==> src/rtl/mlcd_rd_engine.sv <==
// mlcd_rd_engine: 8080 MCU-LCD read engine -- command write, dummy reads, N data reads streamed with sink backpressure.
// Define MLCD_RD_INSYNC_EN to pass mlcd_data_i through an input register before capture (needs RD_LOW >= 3).
module mlcd_rd_engine #(
  parameter int WR_LOW  = 2,
  parameter int WR_HIGH = 2,
  parameter int RD_LOW  = 4,
  parameter int RD_HIGH = 3
) (
  input  logic        clk,
  input  logic        rst_n,
  input  logic        start,
  input  logic [15:0] cmd,
  input  logic [10:0] rd_len,
  input  logic [1:0]  dummy,
  output logic        busy,
  output logic        done,
  output logic [15:0] rdata,
  output logic        rdata_vld,
  input  logic        sink_ready,
  output logic        mlcd_cs,
  output logic        mlcd_wr,
  output logic        mlcd_rd,
  output logic        mlcd_rs,
  output logic [15:0] mlcd_data_o,
  output logic        mlcd_data_oe,
  input  logic [15:0] mlcd_data_i
);
  typedef enum logic [2:0] {IDLE, CMD_LO, CMD_HI, TURN, RD_LO, RD_HI, FIN} state_e;
  localparam int PMAX_W = WR_LOW > WR_HIGH ? WR_LOW : WR_HIGH;
  localparam int PMAX_R = RD_LOW > RD_HIGH ? RD_LOW : RD_HIGH;
  localparam int PMAX   = PMAX_W > PMAX_R ? PMAX_W : PMAX_R;
  localparam int PW     = $clog2(PMAX) + 1;
  state_e        state_q, state_d;
  logic [PW-1:0] ph_q, ph_d, ph_lim;
  logic [15:0]   cmd_q, rdata_q, cap;
  logic [10:0]   len_q, wcnt_q;
  logic [1:0]    dum_q, dcnt_q;
  logic          rdata_vld_q, ph_end, is_dummy, all_done;
`ifdef MLCD_RD_INSYNC_EN
  logic [15:0] din_q;
  always_ff @(posedge clk or negedge rst_n)
    if (!rst_n) din_q <= '0;
    else        din_q <= mlcd_data_i;
  assign cap = din_q;
`else
  assign cap = mlcd_data_i;
`endif
  always_comb begin
    ph_lim   = state_q == CMD_LO ? PW'(WR_LOW - 1) :
               state_q == CMD_HI ? PW'(WR_HIGH - 1) :
               state_q == RD_LO  ? PW'(RD_LOW - 1) : PW'(RD_HIGH - 1);
    ph_end   = ph_q == ph_lim;
    is_dummy = dcnt_q != dum_q;
    all_done = dcnt_q == dum_q && wcnt_q == len_q;
  end
  always_ff @(posedge clk or negedge rst_n)
    if (!rst_n) begin
      state_q <= IDLE;
      ph_q    <= '0;
    end else begin
      state_q <= state_d;
      ph_q    <= ph_d;
    end
  always_comb begin
    state_d = state_q;
    ph_d    = ph_end ? '0 : ph_q + 1'b1;
    case (state_q)
      IDLE:    begin
        ph_d    = '0;
        state_d = start ? CMD_LO : IDLE;
      end
      CMD_LO:  state_d = ph_end ? CMD_HI : CMD_LO;
      CMD_HI:  state_d = !ph_end ? CMD_HI : (dum_q == 2'd0 && len_q == 11'd0) ? FIN : TURN;
      TURN:    begin
        ph_d    = '0;
        state_d = RD_LO;
      end
      RD_LO:   state_d = ph_end ? RD_HI : RD_LO;
      RD_HI:   begin
        // Phase counter parks at its last value while the sink stalls us
        ph_d    = ph_end && !all_done && !sink_ready ? ph_q : ph_d;
        state_d = !ph_end ? RD_HI : all_done ? FIN : sink_ready ? RD_LO : RD_HI;
      end
      FIN:     begin
        ph_d    = '0;
        state_d = IDLE;
      end
      default: begin
        ph_d    = '0;
        state_d = IDLE;
      end
    endcase
  end
  always_ff @(posedge clk or negedge rst_n)
    if (!rst_n) begin
      cmd_q       <= '0;
      len_q       <= '0;
      dum_q       <= '0;
      wcnt_q      <= '0;
      dcnt_q      <= '0;
      rdata_q     <= '0;
      rdata_vld_q <= 1'b0;
    end else begin
      rdata_vld_q <= 1'b0;
      if (state_q == IDLE && start) begin
        cmd_q  <= cmd;
        len_q  <= rd_len;
        dum_q  <= dummy;
        wcnt_q <= '0;
        dcnt_q <= '0;
      end
      // Dummy reads always come first and are dropped without a strobe
      if (state_q == RD_LO && ph_end) begin
        if (is_dummy) dcnt_q <= dcnt_q + 2'd1;
        else begin
          wcnt_q      <= wcnt_q + 11'd1;
          rdata_q     <= cap;
          rdata_vld_q <= 1'b1;
        end
      end
    end
  always_comb begin
    busy         = state_q != IDLE;
    done         = state_q == FIN;
    rdata        = rdata_q;
    rdata_vld    = rdata_vld_q;
    mlcd_cs      = state_q == IDLE || state_q == FIN;
    mlcd_wr      = state_q != CMD_LO;
    mlcd_rd      = state_q != RD_LO;
    mlcd_data_oe = state_q == CMD_LO || state_q == CMD_HI;
    mlcd_rs      = !mlcd_data_oe;
    mlcd_data_o  = mlcd_data_oe ? cmd_q : 16'h0000;
  end
endmodule

==> config.mk <==
export PLATFORM = sky130hd
export DESIGN_NAME = mlcd_rd_engine
export DESIGN_NICKNAME = d
export VERILOG_FILES = /design/src/rtl/mlcd_rd_engine.sv
export SDC_FILE = /design/constraint.sdc
export NUM_CORES = 1
export LEC_CHECK = 0
export CORE_ASPECT_RATIO = 1.25
export CORE_MARGIN = 1.5
export CORE_UTILIZATION = 51
export CTS_CLUSTER_SIZE = 14
export DETAILED_ROUTE_END_ITERATION = 8
export PLACE_DENSITY = 0.93
export SETUP_SLACK_MARGIN = 0.3
export SLEW_MARGIN = 10
export SYNTH_ARGS = -nofsm -noshare
export SYNTH_HDL_FRONTEND = slang
export SYNTH_SLANG_ARGS = --single-unit
==> constraint.sdc <==
create_clock -name clk -period 3.6 [get_ports clk]
set_input_delay 0.9 -clock clk [delete_from_list [all_inputs] [get_ports clk]]
set_output_delay 0.9 -clock clk [all_outputs]
set_load 0.05 [all_outputs]
==> Word-level counts from Yosys, hierarchy flattened <==
Index checks and enable logic that the tools add are counted.
{ "classes": {"n_addsub": 3, "n_bitwise": 1, "reduce_logical": 17, "n_mux": 24, "eq_ne": 13} }
{ "op_table": {"columns": ["operator", "n"], "rows": [
  ["$mux W11", 3],
  ["$pmux W3 S6", 1],
  ["$mux W16", 1],
  ["$mux W2", 8],
  ["$mux W3", 4],
  ["$add A11 B1 Y11 const B", 1],
  ["$eq A11 B11 Y1", 1],
  ["$logic_not A11 Y1", 1],
  ["$eq A3 B3 Y1 const B", 3],
  ["$eq A3 B2 Y1 const B", 2],
  ["$logic_and A1 B1 Y1", 6],
  ["$mux W1", 6],
  ["$pmux W3 S2", 1],
  ["$add A3 B1 Y3 const B", 1],
  ["$eq A3 B1 Y1 const B", 1],
  ["$eq A3 B2 Y1", 1],
  ["$logic_not A1 Y1", 3],
  ["$logic_not A3 Y1", 1],
  ["$ne A3 B1 Y1 const B", 1],
  ["$ne A3 B3 Y1 const B", 1],
  ["$reduce_bool A3 Y1", 1],
  ["$reduce_or A3 Y1", 1],
  ["$add A2 B1 Y2 const B", 1],
  ["$eq A2 B2 Y1", 1],
  ["6 further kinds", 7]
]} }
{ "word_totals": {"elab_cells": 67, "input_bits": 49, "regBits": 65} }

==> Logic depth before layout (Yosys ltp) <==
{ "logic_depth": {"depth_word": 9, "ltp_mapped": 7, "mapped_depth_nobuf": 6} }

==> Worst setup path after synthesis <==
Ideal clock, no wire load.
{ "synth_timing": {"kind": "register to output", "startpoint": "register state_q[0]", "endpoint": "output port mlcd_data_o[10]", "path_stages_with_launch": 6, "path_buffers": 2, "t_arrival_ps": 2158, "slack_ps": 542, "path_cell_list": "dfrtp_1 buf_2 nand2b_1 a21oi_1 clkbuf_1 and2_1"} }
{ "synth_between": {"elab_chain_cells": 3} }
{ "synth_lines": {"columns": ["item", "line_no", "text"], "rows": [
  ["start: declaration", "33", "state_e state_q, state_d;"],
  ["start signal: assignment", "61", "state_q <= state_d;"],
  ["$eq A3 B1 Y1 or $eq A3 B2 Y1 (tied branches)", "130", "mlcd_data_oe = state_q == CMD_LO || state_q == CMD_HI;"],
  ["$logic_or A1 B1 Y1 *", "130", null],
  ["named net mlcd_data_oe", "25", "output logic mlcd_data_oe,"],
  ["$mux W16 *", "132", "mlcd_data_o = mlcd_data_oe ? cmd_q : 16'h0000;"],
  ["end: declaration", "24", "output logic [15:0] mlcd_data_o,"]
]} }
The timed path passes the listed nets; every way through them passes the cells marked *.

==> Worst setup path after layout <==
{ "layout_timing": {"startpoint": "register state_q[1]", "endpoint": "output port mlcd_cs"} }
{ "layout_between": {"elab_chain_cells": 2} }
{ "layout_lines": {"columns": ["item", "line_no", "text"], "rows": [
  ["$eq A3 B3 Y1 or $logic_not A3 Y1 (tied branches)", "127", "mlcd_cs = state_q == IDLE || state_q == FIN;"],
  ["$logic_or A1 B1 Y1 *", "127", null],
  ["end: declaration", "20", "output logic mlcd_cs,"]
]} }
Every way passes the cells marked *; elsewhere a longest branch is shown, timed or not.

==> qor.csv <==
metric,value,unit
crit_type,flip-flop to primary output,
post-place-ws,0.827,ns
tightest_slew,0.985,ns
place_hpwl,5.13,mm
num_io_pins,89,
fin_crit_sh,87.3,%
die_h,90.4,µm
comb_power_share,51.1,%
core_area,5860,µm²
setup_viol,0,
tns,0,ns
cp.required,2.70,ns
grt_pass1_vias,2573,
finalPower,3.57,mW
seq_area,1630,µm²
grt_pass1_wl,12.0,mm
clockRootBuffer,clkbuf_8,
grt_overflow_total,0,
n_fill_cell,418,
p_sw_share,46.7,%
max_cap_viol_count,0,
clock_skew,0.00527,ns
diodes,0,
status,"complete, no violations",
worst_slack,0.459,ns
remaining_drc_errors,0,
finalCriticalPeriod,3.14,ns
grt_max_degree,32,
crit_fanout,13,
antenna_found_initial,0,
wire_per_inst,13.3,µm
rows,31,
post_cts_resized,0,
p_switching,1.67,mW
cts.htree.levels,3,
syn_to_final_growth,33.5,%
slew-limit-headroom,34.2,%
synth_edf_count,0,
syn_area,3120,µm²
ant_nets,0,
clock_latency,0.34,ns
power_frac_clock,15.0,%
grt_use_total,23.3,%
cts_buffers,9,
power_per_cell_area,858,nW/µm²
drive_above_1_share,9.80,%
ir_worst_vdd,0.513,mV
syn_inst,359,
ys.flop_type,dfrtp_1,
max_freq,318,MHz
initial_core_util,53.2,%
hold_viol,0,
design_area,4160,µm²
vias_per_cell,5.11,
dieArea,6590,µm²
multi_input_area,1380,µm²
synth_warnings,0,
utilization,71.0,%
cts_setup_buffers,0,
intPower,1.90,mW
gp_congestion,0.902,
hold_path.class,flip-flop to flip-flop,
avgSynthCellArea,8.68,µm²
slew_violations,0,
synth_fp_nets,410,
ys_ff_latch,65,
path_clk_slew,0.06,ns
critPathArrivalTime,2.24,ns
power_frac_seq,33.9,%
static-leakage-power,2.01,nW
fin_nets,497,
die_x,72.9,µm
start_kind,flip-flop,
cts_sinks,65,
drt-pass1-iter-count,4,
clockBufferDepth,2,
ys_seq_area_share,52.2,%
async_reset_ff_share,100,%
wl,7.08,mm
first_iter_violations,236,
num_vias,2716,
cts_tree,done,
placedInstanceArea,3990,µm²
critPathCaptureType,primary output,
cts_hold_buf,0,
synth.distinct_cells,45,
rsz0062_at_grt,no,
io_buffers,88,
## critical path, cell delays in order, from the launching register on
cell	delay, ns
dfrtp_1	0.49
nor3_1	0.40
inv_1	0.09
o21ai_0	0.09
clkdlybuf4s50_1	0.82
## registers in the layout (all words and copies together) (netlist names)
| signal | cells |
|---|---|
| cmd_q | 16 |
| rdata | 16 |
| len_q | 11 |
| wcnt_q | 11 |
| ph_q | 3 |
| state_q | 3 |
| dcnt_q | 2 |
| dum_q | 2 |
| rdata_vld | 1 |
## layout make-up
class                           count  area share, %
Clock buffer                       11           3.64
Multi-Input combinational cell    273           33.2
Timing Repair Buffer               92           20.8
Tap cell                           82           2.47
Clock inverter                      3          0.421
Sequential cell                    65           39.1
Inverter                            5          0.451
## power groups by stage
stage | Sequential [mW] | Combinational (mW) | Clock (mW)
after floorplan | 1.41 | 1.06 | 0
after global placement | 1.20 | 1.79 | 0
final | 1.21 | 1.82 | 0.535
after global routing | 1.25 | 1.95 | 0.578
after CTS | 1.21 | 1.84 | 0.542
after detailed placement | 1.22 | 1.83 | 0
## final timing paths
kind	cells past startpoint	slack (ns)	from	endpoint
max reg2reg	5	1.27	state_q[0]	wcnt_q[5]
min	2	0.47	cmd_q[13]	cmd_q[13]
min reg2reg	2	0.47	cmd_q[13]	cmd_q[13]
min in group asynchronous	1	0.58	rst_n	cmd_q[6]
max in group asynchronous	2	2.30	rst_n	len_q[4]
max	4	0.46	state_q[1]	mlcd_cs
## per-layer routing
layer | vias up | share of wire (%) | global-route usage (%)
met1 | 1292 | 41 | 30.0
met2 | 72 | 52 | 37.8
li1 | 1338 | - | -
met3 | 14 | 4.2 | 4.46
met4 | 0 | 2.7 | 10.1
met5 | - | 0 | 0
## synthesized netlist by cell type (2+ instances only)
library cell | instances | share of area, %
a21oi_1 | 4 | 0.64
and2_1 | 18 | 3.6
and2b_1 | 2 | 0.48
buf_2 | 7 | 1.1
clkbuf_1 | 6 | 0.72
dfrtp_1 | 65 | 52
ha_1 | 2 | 0.80
inv_1 | 4 | 0.48
nand2_1 | 148 | 18
nand2b_1 | 3 | 0.60
nand3_1 | 6 | 0.96
nand4_1 | 4 | 0.80
nor2_1 | 18 | 2.2
nor3_1 | 5 | 0.80
nor4_1 | 4 | 0.80
o21ai_0 | 18 | 2.9
o21ai_1 | 2 | 0.32
o31ai_1 | 3 | 0.72
or3_1 | 2 | 0.40
xor2_1 | 13 | 3.7
## kinds of logic (layout without fill, tap and decap cells)
kind of cell	after synthesis	after routing	share of synthesized area, %
buffers and inverters	21	111	3.53
XOR/XNOR	14	14	3.93
flip-flops	65	65	52.2
AO/OA/AOI/OAI	37	37	7.79
AND/OR/NAND/NOR	218	218	31.1
multiplexers	2	2	0.682
adder cells (fa/ha/maj)	2	2	0.803
## layout by cell type (no fill, tap or decap), types with 2 or more instances in the layout
cell type	n
nand2b_1	3
nor2_1	18
o21ai_0	18
nand3_1	6
or3_1	2
clkbuf_8	11
a21oi_1	4
clkdlybuf4s50_1	70
nand4_1	4
o31ai_1	3
dfrtp_1	65
inv_1	4
nor4_1	4
clkinv_2	2
ha_1	2
nor3_1	5
xor2_1	13
o21ai_1	2
buf_4	21
and2b_1	2
nand2_1	148
and2_1	18
## metrics by stage
step | hold WS (ns) | cells
6_report | 0.467 | 531
5_1_grt | 0.488 | 531
4_1_cts | 0.470 | 531
3_5_place_dp | 0.454 | 517
3_3_place_gp | 0.448 | 517
2_1_floorplan | 0.437 | 359
Note: power is estimated with default switching activity, not from simulation.
